<file path="src/rtl/sign_pkg.sv">
// Shared types and widths for the sign-to-text pipeline: sequencer state,
// coordinate/height/sign widths and the "no sign" code.
package sign_pkg;

  localparam int COORD_W  = 8;
  localparam int HEIGHT_W = 8;
  localparam int SIGN_W   = 4;

  localparam logic [SIGN_W-1:0] SIGN_NONE = 4'hF;

  typedef enum logic [2:0] {
    ST_IDLE,
    ST_TRAIN_CAP,
    ST_TRAIN_DRAIN,
    ST_RUN_CAP,
    ST_RUN_DRAIN
  } seq_state_t;

  function automatic logic is_cap(input seq_state_t s);
    return (s == ST_TRAIN_CAP) || (s == ST_RUN_CAP);
  endfunction

  function automatic logic is_drain(input seq_state_t s);
    return (s == ST_TRAIN_DRAIN) || (s == ST_RUN_DRAIN);
  endfunction

endpackage

</file>
<file path="src/rtl/gesture_frame_sequencer_if.sv">
// Pixel-stream handshake between the upstream source and the frame sequencer,
// including the coordinates and frame markers handed to the pipeline.
interface gesture_frame_sequencer_if;
  import sign_pkg::*;

  logic               pix_valid;
  logic               pix_ready;
  logic [COORD_W-1:0] pix_row;
  logic [COORD_W-1:0] pix_col;
  logic               frame_start;
  logic               frame_end;

  modport master (
    input  pix_valid,
    output pix_ready, pix_row, pix_col, frame_start, frame_end
  );

  modport slave (
    output pix_valid,
    input  pix_ready, pix_row, pix_col, frame_start, frame_end
  );

endinterface

</file>
<file path="src/rtl/sign_stability_filter.sv">
// Debounces per-frame sign results: a sign is reported once it has been seen
// on STABLE_FRAMES consecutive samples, is not "no sign", and is new.
module sign_stability_filter
  import sign_pkg::*;
#(
  parameter int STABLE_FRAMES = 3
) (
  input  logic              clk,
  input  logic              rst,
  input  logic              clear,
  input  logic              sample_en,
  input  logic [SIGN_W-1:0] sample,
  output logic [SIGN_W-1:0] sign_out,
  output logic              sign_valid
);

  localparam logic [3:0] STABLE_N = 4'(STABLE_FRAMES);

  logic [SIGN_W-1:0] candidate;
  logic [3:0]        count;
  logic [3:0]        count_next;
  logic              report;

  always_comb begin
    count_next = 4'd1;
    if (sample == candidate) begin
      count_next = (count == STABLE_N) ? count : count + 4'd1;
    end
    report = sample_en && (count_next == STABLE_N) &&
             (sample != SIGN_NONE) && (sample != sign_out);
  end

  always_ff @(posedge clk or posedge rst) begin
    if (rst) begin
      candidate  <= '0;
      count      <= '0;
      sign_out   <= '0;
      sign_valid <= 1'b0;
    end else begin
      sign_valid <= report;
      if (clear) begin
        candidate <= '0;
        count     <= '0;
      end else if (sample_en) begin
        candidate <= sample;
        count     <= count_next;
      end
      if (report) begin
        sign_out <= sample;
      end
    end
  end

endmodule

</file>
<file path="src/rtl/gesture_frame_sequencer.sv">
// Frame-level controller: gates pixels into the pipeline, tracks coordinates,
// waits out pipeline latency, trains the palm-height reference and filters signs.
module gesture_frame_sequencer
  import sign_pkg::*;
#(
  parameter int IMG_W         = 160,
  parameter int IMG_H         = 120,
  parameter int PIPE_LAT      = 4,
  parameter int TRAIN_FRAMES  = 4,
  parameter int STABLE_FRAMES = 3
) (
  input  logic                clk,
  input  logic                rst,
  input  logic                start,
  input  logic                train_req,
  input  logic                stop,
  gesture_frame_sequencer_if.master pix,
  input  logic [HEIGHT_W-1:0] palm_height,
  input  logic [SIGN_W-1:0]   sign_value,
  output logic [HEIGHT_W-1:0] palm_height_test,
  output logic                testing_switch,
  output logic [SIGN_W-1:0]   sign_out,
  output logic                sign_valid,
  output logic                busy
);

  localparam int TF_LOG  = $clog2(TRAIN_FRAMES);
  localparam int ACC_W   = HEIGHT_W + TF_LOG;
  localparam int DRAIN_W = (PIPE_LAT > 1) ? $clog2(PIPE_LAT) : 1;

  localparam logic [COORD_W-1:0] LAST_ROW   = COORD_W'(IMG_H - 1);
  localparam logic [COORD_W-1:0] LAST_COL   = COORD_W'(IMG_W - 1);
  localparam logic [DRAIN_W-1:0] DRAIN_LOAD = DRAIN_W'(PIPE_LAT - 1);
  localparam logic [4:0]         TF_N       = 5'(TRAIN_FRAMES);

  seq_state_t state, next;

  logic [COORD_W-1:0] row, col;
  logic [DRAIN_W-1:0] drain_cnt;
  logic [ACC_W-1:0]   accum, accum_next;
  logic [4:0]         frame_cnt;
  logic               trained;
  logic               stop_latch;

  logic acc, last_pix, drain_last, stop_pend, train_done;
  logic sample_en, filt_clear;

  always_comb begin
    acc        = pix.pix_valid & is_cap(state);
    last_pix   = (row == LAST_ROW) && (col == LAST_COL);
    drain_last = is_drain(state) && (drain_cnt == '0);
    stop_pend  = stop_latch | stop;
    accum_next = accum + ACC_W'(palm_height);
    train_done = (frame_cnt + 5'd1) == TF_N;

    next = state;
    unique case (state)
      ST_IDLE: begin
        if (start) begin
          next = (train_req || !trained) ? ST_TRAIN_CAP : ST_RUN_CAP;
        end
      end
      ST_TRAIN_CAP: begin
        if (acc && last_pix) next = ST_TRAIN_DRAIN;
      end
      ST_TRAIN_DRAIN: begin
        // The frame's height is still folded in when a stop ends training here.
        if (drain_last) begin
          if (stop_pend)       next = ST_IDLE;
          else if (train_done) next = ST_RUN_CAP;
          else                 next = ST_TRAIN_CAP;
        end
      end
      ST_RUN_CAP: begin
        if (acc && last_pix) next = ST_RUN_DRAIN;
      end
      ST_RUN_DRAIN: begin
        if (drain_last) next = stop_pend ? ST_IDLE : ST_RUN_CAP;
      end
      default: next = ST_IDLE;
    endcase

    sample_en  = (state == ST_RUN_DRAIN) && drain_last;
    filt_clear = (next == ST_RUN_CAP) &&
                 ((state == ST_IDLE) || (state == ST_TRAIN_DRAIN));

    pix.pix_ready   = is_cap(state);
    pix.pix_row     = row;
    pix.pix_col     = col;
    pix.frame_start = acc && (row == '0) && (col == '0);
    pix.frame_end   = acc && last_pix;
    testing_switch  = !((state == ST_TRAIN_CAP) || (state == ST_TRAIN_DRAIN));
    busy            = (state != ST_IDLE);
  end

  always_ff @(posedge clk or posedge rst) begin
    if (rst) begin
      state            <= ST_IDLE;
      row              <= '0;
      col              <= '0;
      drain_cnt        <= '0;
      accum            <= '0;
      frame_cnt        <= '0;
      trained          <= 1'b0;
      palm_height_test <= '0;
      stop_latch       <= 1'b0;
    end else begin
      state <= next;

      if ((state == ST_IDLE) && start) begin
        row <= '0;
        col <= '0;
      end else if (acc) begin
        if (last_pix) begin
          row <= '0;
          col <= '0;
        end else if (col == LAST_COL) begin
          col <= '0;
          row <= row + 1'b1;
        end else begin
          col <= col + 1'b1;
        end
      end

      if (is_cap(state)) begin
        drain_cnt <= DRAIN_LOAD;
      end else if (is_drain(state) && (drain_cnt != '0)) begin
        drain_cnt <= drain_cnt - 1'b1;
      end

      if ((state == ST_IDLE) && (next == ST_TRAIN_CAP)) begin
        accum     <= '0;
        frame_cnt <= '0;
      end else if ((state == ST_TRAIN_DRAIN) && drain_last) begin
        accum     <= accum_next;
        frame_cnt <= frame_cnt + 5'd1;
        if (train_done) begin
          palm_height_test <= HEIGHT_W'(accum_next >> TF_LOG);
          trained          <= 1'b1;
        end
      end

      if (state != ST_IDLE) begin
        if (drain_last && stop_pend) stop_latch <= 1'b0;
        else if (stop)               stop_latch <= 1'b1;
      end
    end
  end

  sign_stability_filter #(
    .STABLE_FRAMES(STABLE_FRAMES)
  ) u_filter (
    .clk       (clk),
    .rst       (rst),
    .clear     (filt_clear),
    .sample_en (sample_en),
    .sample    (sign_value),
    .sign_out  (sign_out),
    .sign_valid(sign_valid)
  );

endmodule
</file>
<file path="src/flat_wrapper.sv">
// flat-port wrapper written by rule: the top's interface ports become plain ports
module gesture_frame_sequencer_flat import sign_pkg::*;
#(
  parameter int IMG_W         = 160,
  parameter int IMG_H         = 120,
  parameter int PIPE_LAT      = 4,
  parameter int TRAIN_FRAMES  = 4,
  parameter int STABLE_FRAMES = 3
)
  (clk, rst, start, train_req, stop, palm_height, sign_value, palm_height_test, testing_switch, sign_out, sign_valid, busy, pix_pix_valid, pix_pix_ready, pix_pix_row, pix_pix_col, pix_frame_start, pix_frame_end);
  gesture_frame_sequencer_if pix_i ();
  input  logic clk;
  input  logic rst;
  input  logic start;
  input  logic train_req;
  input  logic stop;
  input  logic [HEIGHT_W-1:0] palm_height;
  input  logic [SIGN_W-1:0] sign_value;
  output logic [HEIGHT_W-1:0] palm_height_test;
  output logic testing_switch;
  output logic [SIGN_W-1:0] sign_out;
  output logic sign_valid;
  output logic busy;
  input wire logic [$bits(pix_i.pix_valid)-1:0] pix_pix_valid;
  output wire logic [$bits(pix_i.pix_ready)-1:0] pix_pix_ready;
  output wire logic [$bits(pix_i.pix_row)-1:0] pix_pix_row;
  output wire logic [$bits(pix_i.pix_col)-1:0] pix_pix_col;
  output wire logic [$bits(pix_i.frame_start)-1:0] pix_frame_start;
  output wire logic [$bits(pix_i.frame_end)-1:0] pix_frame_end;
  assign pix_i.pix_valid = pix_pix_valid;
  assign pix_pix_ready = pix_i.pix_ready;
  assign pix_pix_row = pix_i.pix_row;
  assign pix_pix_col = pix_i.pix_col;
  assign pix_frame_start = pix_i.frame_start;
  assign pix_frame_end = pix_i.frame_end;
  gesture_frame_sequencer #(.IMG_W(IMG_W), .IMG_H(IMG_H), .PIPE_LAT(PIPE_LAT), .TRAIN_FRAMES(TRAIN_FRAMES), .STABLE_FRAMES(STABLE_FRAMES)) u_core (.clk(clk), .rst(rst), .start(start), .train_req(train_req), .stop(stop), .pix(pix_i), .palm_height(palm_height), .sign_value(sign_value), .palm_height_test(palm_height_test), .testing_switch(testing_switch), .sign_out(sign_out), .sign_valid(sign_valid), .busy(busy));
endmodule
</file>
<file path="config.mk">
export PLATFORM = sky130hd
export DESIGN_NAME = gesture_frame_sequencer_flat
export DESIGN_NICKNAME = d
export VERILOG_FILES = /design/src/rtl/sign_pkg.sv /design/src/rtl/gesture_frame_sequencer_if.sv /design/src/rtl/sign_stability_filter.sv /design/src/rtl/gesture_frame_sequencer.sv /design/src/flat_wrapper.sv
export SDC_FILE = /design/constraint.sdc
export NUM_CORES = 1
export LEC_CHECK = 0
export CORE_UTILIZATION = 55
export CTS_CLUSTER_DIAMETER = 200
export DETAILED_ROUTE_END_ITERATION = 10
export PLACE_DENSITY = 0.82
export SETUP_SLACK_MARGIN = 0.1
export SYNTH_ARGS = -nofsm -noshare
export SYNTH_HDL_FRONTEND = slang
export SYNTH_HIERARCHICAL = 1
export SYNTH_SLANG_ARGS = --single-unit
</file>
<file path="constraint.sdc">
create_clock -name clk -period 3.3 [get_ports clk]
set_input_delay 0.66 -clock clk [delete_from_list [all_inputs] [get_ports clk]]
set_output_delay 0.66 -clock clk [all_outputs]
set_load 0.01 [all_outputs]
</file>
==> metrics.yaml <==
status: "complete, no violations"
postSynthAreaPerCell_um2: 9.79
grt_max_degree: 47
wl_per_cell_um: 15.0
startpoint_type: "input port"
fill_cells: 469
finalSetupViolations: 0
yosys_warnings: 6
cts_tree: "built"
numPortBuffers: 51
switching_share_pct: 27.5
period_needed_ns: 3.08
htreeDepth: 3
fin_nets: 453
dp_hpwl_mm: 5.33
yosysTopAreaCell: "dfrtp_1"
p_seq_share_pct: 45.5
p_per_area_nw_per_um2: 408
crit_path_max_incr_delay_ns: 0.56
synth-edff-count: 0
dpl_worst_slack_ns: 0.161
tns_ns: 0
layout.cells.non_filler: 498
grt_overflow_total: 0
num_antenna_cells: 0
syn_inst: 358
period_share_pct: 93.4
root_buffer: "clkbuf_8"
drv_cap: 0
p_comb_share_pct: 17.0
core_um2: 6030
grt_pass1_vias: 2682
ys_types: 60
syn_area_um2: 3500
dp.cells: 482
crit_path_frequent_cell: "clkdlybuf4s50_1"
hold_path_class: "reg -> reg"
worst_setup_path_end_kind: "primary output"
synthTopCellsByArea: "dfrtp_1 42%, ha_1 5.7%, xnor2_1 3.8%"
cts_hold_buf: 0
clkTransAtPathRegs_ns: 0.07
worstPathRequired_ns: 2.64
yosysSeqAreaShare_pct: 42.1
io_pins: 52
whs_ns: 0.496
post_dp_cell_area_um2: 4130
die_h_um: 81.8
crit_type: "in -> out"
initial_core_util_pct: 58.1
cts_inserted_buffers: 9
slew_violations: 0
final_hold_viol_count: 0
arrival_ns: 2.42
fin_area_um2: 4330
clockBufferDepth: 2
synth.top_cell.area_share_pct: 42.1
row_count: 28
drc: 0
place_congestion: 0.829
clk_latency_ns: 0.33
finalClockSkew_ns: 0.00864
synth_nets: 393
layout_setup_ws_ns: 0.217
wirelength_mm: 7.45
routed_via_density: 5.74
p_leak_nw: 1.92
dieWidth_um: 81.8
post-route-util_pct: 71.9
vdd_ir_drop_max_uv: 310
synth_seq_cells: 59
rsz0062_at_grt: "no"
clkSinkCount: 59
register_area_um2: 1480
slew_headroom_pct: 34.5
cp_max_fo: 3
critical_path.cell_chain: "clkdlybuf4s50_1 -> nand3b_2 -> or3_1 -> nor2_1 -> clkdlybuf4s50_1"
power_mw: 1.77
cts_setup_buffers: 0
dieArea_um2: 6690
internal-power_mw: 1.28
fmax_mhz: 324
dr_total_vias: 2857
synthArstFlopShare_pct: 100
antenna_left: 0
switchingPower_uw: 487
grt_pass1_wl_mm: 12.6
multi_input_area_um2: 1910
cts_resized: 0
firstDrtPassIters: 4
synth_flop_cell: "dfrtp_1"
area_growth_pct: 23.7
antenna_found_initial: 0
initialDrtViolationCount: 179
cpMaxStageDelayCell: "clkdlybuf4s50_1"
track_usage_pct: 24.9
clkPwrFrac_pct: 37.5
drive_gt1_share_pct: 10.6
worst_pin_slew_ns: 0.982
==> routing by layer <==
layer	track usage, %	share of wire (%)	wire length (um)	vias to the layer above
met2	40.9	47	3530	60
met4	8.95	1.4	101	0
met1	33.1	48	3550	1383
li1	-	-	-	1405
met3	4.11	3.5	260	9
met5	0	0	0	-
==> state kept, by name (all words and copies together) (netlist names) <==
register / cells
u_core/state: 3
u_core/u_filter/count: 4
u_core/accum: 10
u_core/u_filter/sign_out: 4
u_core/palm_height_test: 8
u_core/drain_cnt: 2
u_core/stop_latch: 1
u_core/u_filter/candidate: 4
u_core/frame_cnt: 5
u_core/trained: 1
u_core/pix.pix_row: 8
u_core/pix.pix_col: 8
u_core/u_filter/sign_valid: 1
==> path summary, 6_finish.rpt <==
kind                       depth (start not counted)                         startpoint  slack (ns)                                endpoint
max                                                5                      pix_pix_valid        0.22                           pix_frame_end
min                                                1         u_core/trained$_DFFE_PP0P_        0.50              u_core/trained$_DFFE_PP0P_
max reg2reg                                        9  u_core/pix.pix_row[1]$_DFFE_PP0P_        0.57    u_core/u_filter/count[1]$_DFFE_PP0P_
min reg2reg                                        1         u_core/trained$_DFFE_PP0P_        0.50              u_core/trained$_DFFE_PP0P_
max in group asynchronous                          2                                rst        1.78  u_core/palm_height_test[6]$_DFFE_PP0P_
min in group asynchronous                          2                                rst        0.70    u_core/u_filter/sign_valid$_DFF_PP0_
==> power groups by stage <==
stage / registers [mW] / logic [mW] / clock network (mW)
floorplan: 0.822 / 0.163 / 0
global placement: 0.816 / 0.293 / 0
detailed placement: 0.817 / 0.302 / 0
CTS: 0.804 / 0.303 / 0.678
global route: 0.809 / 0.338 / 0.714
finish: 0.804 / 0.300 / 0.662
==> Yosys cell counts, drive strengths merged (3+ instances only) <==
library cell,n
nor2b,3
xnor2,16
ha,16
buf,5
nor4,4
nand3b,3
a211oi,3
mux2i,14
o22ai,9
and2,4
nand2,34
nand4,4
a21o,3
a32o,3
nand2b,6
dfrtp,59
clkbuf,6
nor3,3
nor2,30
nand3,13
a21oi,18
xor2,15
o21ai,16
and3,5
inv,19
mux2,8
or3,5
==> worst max-delay path: cells and delay by family <==
family	cells	cell delay [ns]
buffers and inverters	2	1.09
and+or+nand+nor	3	0.67
==> placed cells by master (no fill, tap or decap), drive strengths merged, types with 3 or more instances in the layout <==
cell type       n
buf             9
mux2            8
clkinvlp        4
nand3b          3
a21o            3
nor2           30
nand4           4
inv            19
o22ai           9
nor3            3
nor4            4
clkdlybuf4s50  51
a32o            3
ha             16
or3             5
a211oi          3
and3            5
mux2i          14
and2            4
a21oi          18
nor2b           3
dfrtp          59
xor2           15
nand2          34
clkbuf         10
nand2b          6
o21ai          16
xnor2          16
nand3          13
==> logic make-up (layout without fill, tap and decap cells) <==
| logic type | count (synthesis) | after routing | synth area share [%] |
|---|---|---|---|
| AND/OR/NAND/NOR | 127 | 127 | 19.5 |
| AO/OA/AOI/OAI | 72 | 72 | 13.9 |
| flip-flops | 59 | 59 | 42.1 |
| XOR/XNOR | 31 | 31 | 7.96 |
| buffers and inverters | 30 | 95 | 3.32 |
| multiplexers | 22 | 22 | 6.93 |
| adder cells (fa/ha/maj) | 17 | 17 | 6.29 |
==> layout make-up <==
class                   instances  area share, %
multi-input cells             269           44.1
flip-flops and latches         59           34.1
repair buffers                 60           13.3
inverters                      19           1.65
clock buffers                  10           3.18
well taps                      75           2.17
clock inverters                 6           1.50
(Power assumes the default switching activity.)
